**config.mk**
```make
export PLATFORM = sky130hd
export DESIGN_NAME = dino_input_conditioner_flat
export DESIGN_NICKNAME = d
export VERILOG_FILES = /design/src/rtl/dino_input_conditioner_if.sv /design/src/rtl/dino_input_conditioner.sv /design/src/flat_wrapper.sv
export SDC_FILE = /design/constraint.sdc
export NUM_CORES = 1
export LEC_CHECK = 0
export ABC_AREA = 1
export CORE_MARGIN = 5
export CORE_UTILIZATION = 35
export CTS_BUF_LIST = sky130_fd_sc_hd__clkbuf_2
export DETAILED_ROUTE_END_ITERATION = 6
export PLACE_DENSITY_LB_ADDON = 0.12
export SLEW_MARGIN = 20
export SYNTH_ARGS = -nofsm -noshare
export SYNTH_HDL_FRONTEND = slang
export SYNTH_SLANG_ARGS = --single-unit
```
**constraint.sdc**
```tcl
create_clock -name clock -period 2.4 [get_ports clock]
set_input_delay 0.48 -clock clock [delete_from_list [all_inputs] [get_ports clock]]
set_output_delay 0.48 -clock clock [all_outputs]
set_load 0.02 [all_outputs]
```
**src/rtl/dino_input_conditioner_if.sv**
```systemverilog
// Button and frame signals between the board pins,
// the input conditioner and the processor/VGA side.
interface dino_input_conditioner_if;
  logic       up;
  logic       down;
  logic       screen_end;
  logic       io_jump;
  logic       duck;
  logic       jump_pending;
  logic [7:0] jump_count;

  modport master (
    output up,
    output down,
    output screen_end,
    input  io_jump,
    input  duck,
    input  jump_pending,
    input  jump_count
  );

  modport slave (
    input  up,
    input  down,
    input  screen_end,
    output io_jump,
    output duck,
    output jump_pending,
    output jump_count
  );
endinterface

```
**src/rtl/dino_input_conditioner.sv**
```systemverilog
// Sync, debounce and frame-aligned jump delivery for
// the up/down push-buttons.
module dino_input_conditioner #(
  parameter int DEBOUNCE_CYCLES = 1000000,
  parameter int CNT_W           = 20
) (
  input logic                     clock,
  input logic                     reset,
  dino_input_conditioner_if.slave bus
);

  localparam logic [1:0] S_LOW       = 2'd0;
  localparam logic [1:0] S_WAIT_HIGH = 2'd1;
  localparam logic [1:0] S_HIGH      = 2'd2;
  localparam logic [1:0] S_WAIT_LOW  = 2'd3;

  localparam logic [CNT_W-1:0] LAST =
    CNT_W'(DEBOUNCE_CYCLES - 1);

  // bit 0 = up (jump), bit 1 = down (duck)
  logic [1:0] raw;
  logic [1:0] sync_m;
  logic [1:0] sync_s;
  logic [1:0] lvl_nxt;
  logic [1:0] lvl_q;

  logic       rise_up;
  logic       io_jump_q;
  logic       pend_q;
  logic [7:0] count_q;

  assign raw = {bus.down, bus.up};

  always_ff @(posedge clock or negedge reset) begin
    if (!reset) begin
      sync_m <= '0;
      sync_s <= '0;
    end else begin
      sync_m <= raw;
      sync_s <= sync_m;
    end
  end

  for (genvar b = 0; b < 2; b++) begin : g_db
    logic [1:0]       st;
    logic [1:0]       st_n;
    logic [CNT_W-1:0] cnt;
    logic [CNT_W-1:0] cnt_n;
    logic             s;
    logic             done;

    assign s    = sync_s[b];
    assign done = (cnt == LAST);

    always_comb begin
      st_n  = st;
      cnt_n = cnt;
      unique case (st)
        S_LOW: begin
          if (s) begin
            st_n  = S_WAIT_HIGH;
            cnt_n = '0;
          end
        end
        S_WAIT_HIGH: begin
          if (!s) begin
            st_n  = S_LOW;
            cnt_n = '0;
          end else if (done) begin
            st_n  = S_HIGH;
            cnt_n = '0;
          end else begin
            cnt_n = cnt + CNT_W'(1);
          end
        end
        S_HIGH: begin
          if (!s) begin
            st_n  = S_WAIT_LOW;
            cnt_n = '0;
          end
        end
        S_WAIT_LOW: begin
          if (s) begin
            st_n  = S_HIGH;
            cnt_n = '0;
          end else if (done) begin
            st_n  = S_LOW;
            cnt_n = '0;
          end else begin
            cnt_n = cnt + CNT_W'(1);
          end
        end
        default: begin
          st_n  = S_LOW;
          cnt_n = '0;
        end
      endcase
    end

    always_ff @(posedge clock or negedge reset) begin
      if (!reset) begin
        st  <= S_LOW;
        cnt <= '0;
      end else begin
        st  <= st_n;
        cnt <= cnt_n;
      end
    end

    assign lvl_nxt[b] = (st_n == S_HIGH) ||
                        (st_n == S_WAIT_LOW);
  end

  always_ff @(posedge clock or negedge reset) begin
    if (!reset) begin
      lvl_q <= '0;
    end else begin
      lvl_q <= lvl_nxt;
    end
  end

  // only WAIT_HIGH -> HIGH can raise the level
  assign rise_up = lvl_nxt[0] & ~lvl_q[0];

  // a press landing on the strobe stays pending
  always_ff @(posedge clock or negedge reset) begin
    if (!reset) begin
      io_jump_q <= 1'b0;
      pend_q    <= 1'b0;
      count_q   <= '0;
    end else if (bus.screen_end) begin
      io_jump_q <= pend_q;
      pend_q    <= rise_up;
      if (pend_q) begin
        count_q <= count_q + 8'd1;
      end
    end else begin
      pend_q <= pend_q | rise_up;
    end
  end

  assign bus.io_jump      = io_jump_q;
  assign bus.duck         = lvl_q[1];
  assign bus.jump_pending = pend_q;
  assign bus.jump_count   = count_q;

endmodule

```
**src/flat_wrapper.sv**
```systemverilog
// flat-port wrapper written by rule: the top's interface ports become plain ports
module dino_input_conditioner_flat 
#(
  parameter int DEBOUNCE_CYCLES = 1000000,
  parameter int CNT_W           = 20
)
  (clock, reset, bus_up, bus_down, bus_screen_end, bus_io_jump, bus_duck, bus_jump_pending, bus_jump_count);
  dino_input_conditioner_if bus_i ();
  input logic clock;
  input logic reset;
  input wire logic [$bits(bus_i.up)-1:0] bus_up;
  input wire logic [$bits(bus_i.down)-1:0] bus_down;
  input wire logic [$bits(bus_i.screen_end)-1:0] bus_screen_end;
  output wire logic [$bits(bus_i.io_jump)-1:0] bus_io_jump;
  output wire logic [$bits(bus_i.duck)-1:0] bus_duck;
  output wire logic [$bits(bus_i.jump_pending)-1:0] bus_jump_pending;
  output wire logic [$bits(bus_i.jump_count)-1:0] bus_jump_count;
  assign bus_i.up = bus_up;
  assign bus_i.down = bus_down;
  assign bus_i.screen_end = bus_screen_end;
  assign bus_io_jump = bus_i.io_jump;
  assign bus_duck = bus_i.duck;
  assign bus_jump_pending = bus_i.jump_pending;
  assign bus_jump_count = bus_i.jump_count;
  dino_input_conditioner #(.DEBOUNCE_CYCLES(DEBOUNCE_CYCLES), .CNT_W(CNT_W)) u_core (.clock(clock), .reset(reset), .bus(bus_i));
endmodule
```
Word level (Yosys, flattened, before mapping)
Index checks and enable logic that the tools add are counted.
{ "totals": {"reg_bits": 60, "inputBits": 5, "output_inout_bits": 11, "word_cells": 66} }
{ "classes": {"addsub": 3, "n_eq_ne": 16, "n_mux": 27, "bitwise_logic": 3, "n_reduce_logical": 7} }
{ "op_table": {"columns": ["cell", "n"], "rows": [
  ["20-bit 2-to-1 mux", 10],
  ["20-bit one-hot mux with 4 select lines", 2],
  ["20-bit by 1-bit adder with 20-bit output (second input constant)", 2],
  ["20-bit equality test (second input constant)", 2],
  ["2-bit 2-to-1 mux", 12],
  ["2-bit equality test (second input constant)", 8],
  ["2-bit one-hot mux with 4 select lines", 2],
  ["8-bit by 1-bit adder with 8-bit output (second input constant)", 1],
  ["2-bit AND reduction", 3],
  ["2-bit by 1-bit equality test with 1-bit output (second input constant)", 2],
  ["2-bit zero test", 2],
  ["2-bit by 1-bit != test with 1-bit output (second input constant)", 2],
  ["2-bit != test (second input constant)", 2],
  ["1-bit logical OR", 2],
  ["1-bit bitwise AND", 1],
  ["1-bit 2-to-1 mux", 1],
  ["1-bit NOT", 1],
  ["1-bit OR", 1]
]} }

Logic depth before layout (Yosys ltp)
{ "logic_depth": {"word_depth": 9, "depth_mapped": 10, "ltp_nobuf": 9} }

Least setup slack after synthesis
No wires, ideal clock.
{ "synth_timing": {"path_type": "reg-to-reg", "from": "reg u_core.g_db[1].cnt[0]", "to": "reg u_core.g_db[1].cnt[4]", "setup_time_ns": 0.129, "arrival_time_ns": 1.279, "required_ns": 2.271, "slack_ns": 0.992, "path_stages_with_launch": 8, "n_path_buf": 1, "synth_period_minus_slack_ns": 1.408, "path_cell_list": "dfrtp_1 > ha_1 > nand2_2 > nor3_2 > nand3_2 > nand2_4 > buf_6 > o22ai_1"} }
{ "synth_between": {"elab_chain_len": 4, "word_cells_on_any_way": 6, "classes_between": "add/sub: 1; eq/ne: 1; mux: 4"} }
{ "synth_lines": {"columns": ["item", "line_no", "text"], "rows": [
  ["from (decl)", "dino_input_conditioner.sv:47", "logic [CNT_W-1:0] cnt;"],
  ["from (signal assigned)", "dino_input_conditioner.sv:106", "cnt <= cnt_n;"],
  ["20-bit by 1-bit adder with 20-bit output / 20-bit equality test (equally long branches)", "dino_input_conditioner.sv:73, dino_input_conditioner.sv:90, dino_input_conditioner.sv:53", null],
  ["20-bit 2-to-1 mux (*)", "dino_input_conditioner.sv:69, dino_input_conditioner.sv:86", null],
  ["20-bit 2-to-1 mux (on tied branches)", "dino_input_conditioner.sv:83, dino_input_conditioner.sv:66", null],
  ["20-bit one-hot mux with 4 select lines (*)", "dino_input_conditioner.sv:58", "unique case (st)"]
]} }
Mark *: on every way between the ends. The rest lies on a longest branch, timed or not.
A chain may end at the register's enable or synchronous reset.

Worst setup path after layout
{ "layout_timing": {"from": "reg u_core.count_q[0], in the netlist u_core.bus.jump_count[0]", "to": "out bus_jump_count[0]"} }
{ "layout_rtl": {"columns": ["item", "line_no", "text"], "rows": [
  ["from (decl)", "dino_input_conditioner.sv:30", "logic [7:0] count_q;"],
  ["from (signal assigned)", "dino_input_conditioner.sv:135", "count_q <= count_q + 8'd1;"],
  ["to (decl)", "flat_wrapper.sv:17", "output wire logic [$bits(bus_i.jump_count)-1:0] bus_jump_count;"]
]} }
No word-level cell between the ends.

==> impl_results.md <==
- Placed cell area: 3550 um^2
- Actual slew at the worst max-slew pin: 568 ps
- Area share of the largest cell type after synthesis: 45.6%
- Via Count: 2587
- Design Power: 1.83 mW
- WHS Path Cells: 0
- Synth cell types: 30
- Flop and latch count out of synthesis: 60
- DR iter-0 viols: 134
- Syn Nets: 427
- Clk buf depth: 2
- Layout fillers: 953
- Area delta synth->final: 11.8%
- Total track usage: 13.3%
- Vias in the first global route: 2515
- Final ANT Viol Nets: 0
- Share of cells above drive strength 1: 8.52%
- Sequential area share after synthesis: 45.6%
- Worst setup path class: reg2out
- Cells after synthesis: 419
- Register area: 1500 um^2
- Slew Limit Headroom: 62.1%
- CP delay by family, top: buffers and inverters
- Critical-path cell list: clkdlybuf4s50_1
- Clock Latency Late Sink: 490 ps
- # clock sinks: 60
- Starting Density: 35.8%
- Clock tree from TritonCTS: yes
- Max Cap Viol: 0
- Status: finished clean
- Power per cell area: 497 nW/um^2
- I/O Buffers: 15
- Cts repair resizes: 0
- Crit share post-route: 86.4%
- CTS root buf: clkbuf_2
- Initial antenna violation count: 0
- Rows: 35
- Hold Slack: 370 ps
- Buf/Inv on CP: 1
- DP HPWL: 4780 um
- Final setup fails: 0
- Die W: 107 um
- Syn. warnings: 0
- P_leak: 1.67 nW
- Synthesized area per cell: 7.86 um^2
- Core footprint: 9200 um^2
- Max-slew violations: 0
- CP required: 1920 ps
- # Post-CTS Setup Buffers: 0
- Multi-input logic area: 1570 um^2
- Top post-synthesis cells by area: dfrtp_1 46%, nand2_1 15%, xor2_1 5.8%
- Post-route core utilization: 40.0%
- Highest Clock Rate: 482 MHz
- Worst path arrival time: 1590 ps
- Layout Skew: 26.1 ps
- Dominant cell type by area after synthesis: dfrtp_1
- Post-synthesis cell area: 3290 um^2
- CTS H-Tree Depth: 3
- Worst-path fanout max: 5
- Unrepaired setup endpoints after global routing: false
- Crit start category: register
- Total gr overflow: 0
- 1st-pass router iterations: 4
- Final hold vios: 0
- Hold buffer count at CTS: 1
- I/O Pins: 16
- Reg2Reg Depth: 8
- Peak VDD IR: 243 uV
- WL/cell: 12.2 um
- First-pass GRT wire length: 12200 um
- Final Critical Period: 2070 ps
- Total die area: 11500 um^2
- CTS Buf Count: 9
- Setup TNS: 0 ps
- Critical Path Stages: 1
- Hold Crit Class: reg2reg
- Final instance area: 3680 um^2
- Gpl congestion: 0.820
- Largest net degree at the start of global routing: 53
- Residual DRC: 0
- Routed WL: 6810 um
- Diode count: 0
- Vias/cell: 4.64
- Slowest cell on crit path: clkdlybuf4s50_1
- CP peak stage delay: 650 ps
- Clock slew at reported path FFs: 190 ps
- Vert. Die Dim: 107 um
- Critical Path Sink Type: primary output
- Nets@finish: 449
==> final timing paths <==
path	from	end	slack (ps)
min in group asynchronous	reset	u_core.g_db[0].cnt[18]	380
hold / removal	u_core.sync_m[0]	u_core.sync_s[0]	370
hold reg to reg	u_core.sync_m[0]	u_core.sync_s[0]	370
setup / recovery	u_core.bus.jump_count[0]	bus_jump_count[0]	330
setup reg to reg	u_core.g_db[0].cnt[0]	u_core.g_db[0].cnt[19]	580
max in group asynchronous	reset	u_core.g_db[0].cnt[13]	1460
==> cells in the final DEF, fill, tap and decap left out, types with 5 or more instances in the layout <==
cell type          n
nand2_1          128
dfrtp_1           60
nor2_1            46
inv_1             45
nand3_1           33
xor2_1            22
clkdlybuf4s50_1   14
nand4_1            9
xnor2_1            9
clkbuf_2           9
o21ai_0            8
o22ai_1            8
o21ai_1            6
o21ai_2            5
==> flip-flops by register name, summed over array words and instances, names as in the netlist <==
name,cells
u_core.g_db.st,4
u_core.sync_s,2
u_core.bus.io_jump,1
u_core.bus.jump_pending,1
u_core.lvl_q,2
u_core.sync_m,2
u_core.g_db.cnt,40
u_core.bus.jump_count,8
==> stage by stage <==
step / setup WS (ps) / instances
after floorplan: 992 / 419
after CTS: 263 / 557
final: 326 / 557
after global placement: 517 / 540
after global routing: 200 / 557
after detailed placement: 492 / 540
==> synthesized netlist by cell type, drive strengths merged <==
cell / n
buf: 6
a21oi: 4
o22ai: 8
nand4: 9
dfrtp: 60
o21bai: 4
o21ai: 19
xnor2: 9
nor2: 51
nor3: 4
nand3b: 3
or2: 1
nand2: 132
nand3: 35
xor2: 22
ha: 3
and2: 2
inv: 46
nor3b: 1
==> cells by family after synthesis <==
kind of cell	synth area share, %
and+or+nand+nor	31.9
DFF	45.6
buffers and inverters	6.68
AOI/OAI and AO/OA	6.49
xor gates and xnor gates	8.24
adders and majority gates	1.14
==> metal layers <==
layer | vias up | track usage (%) | part of all wire, %
li1 | 1376 | - | -
met1 | 1177 | 19.7 | 55
met2 | 27 | 18.5 | 42
met3 | 7 | 2.71 | 2.5
met4 | 0 | 5.48 | 1.2
met5 | - | 0 | 0
==> power breakdown <==
| group | internal, mW | total (mW) | switching [mW] |
|---|---|---|---|
| Clock | 0.245 | 0.676 | 0.431 |
| Combinational | 0.0363 | 0.106 | 0.0696 |
| Sequential | 1.03 | 1.05 | 0.0179 |
==> area by class of cell <==
cell class / count / area share [%]
clock buffer: 9 / 1.22
timing repair buffer: 17 / 4.76
clock inverter: 7 / 2.07
sequential: 60 / 40.8
inverter: 46 / 4.69
tap: 111 / 3.77
multi-input combinational: 307 / 42.7
Power figures use the tool's default switching activity.
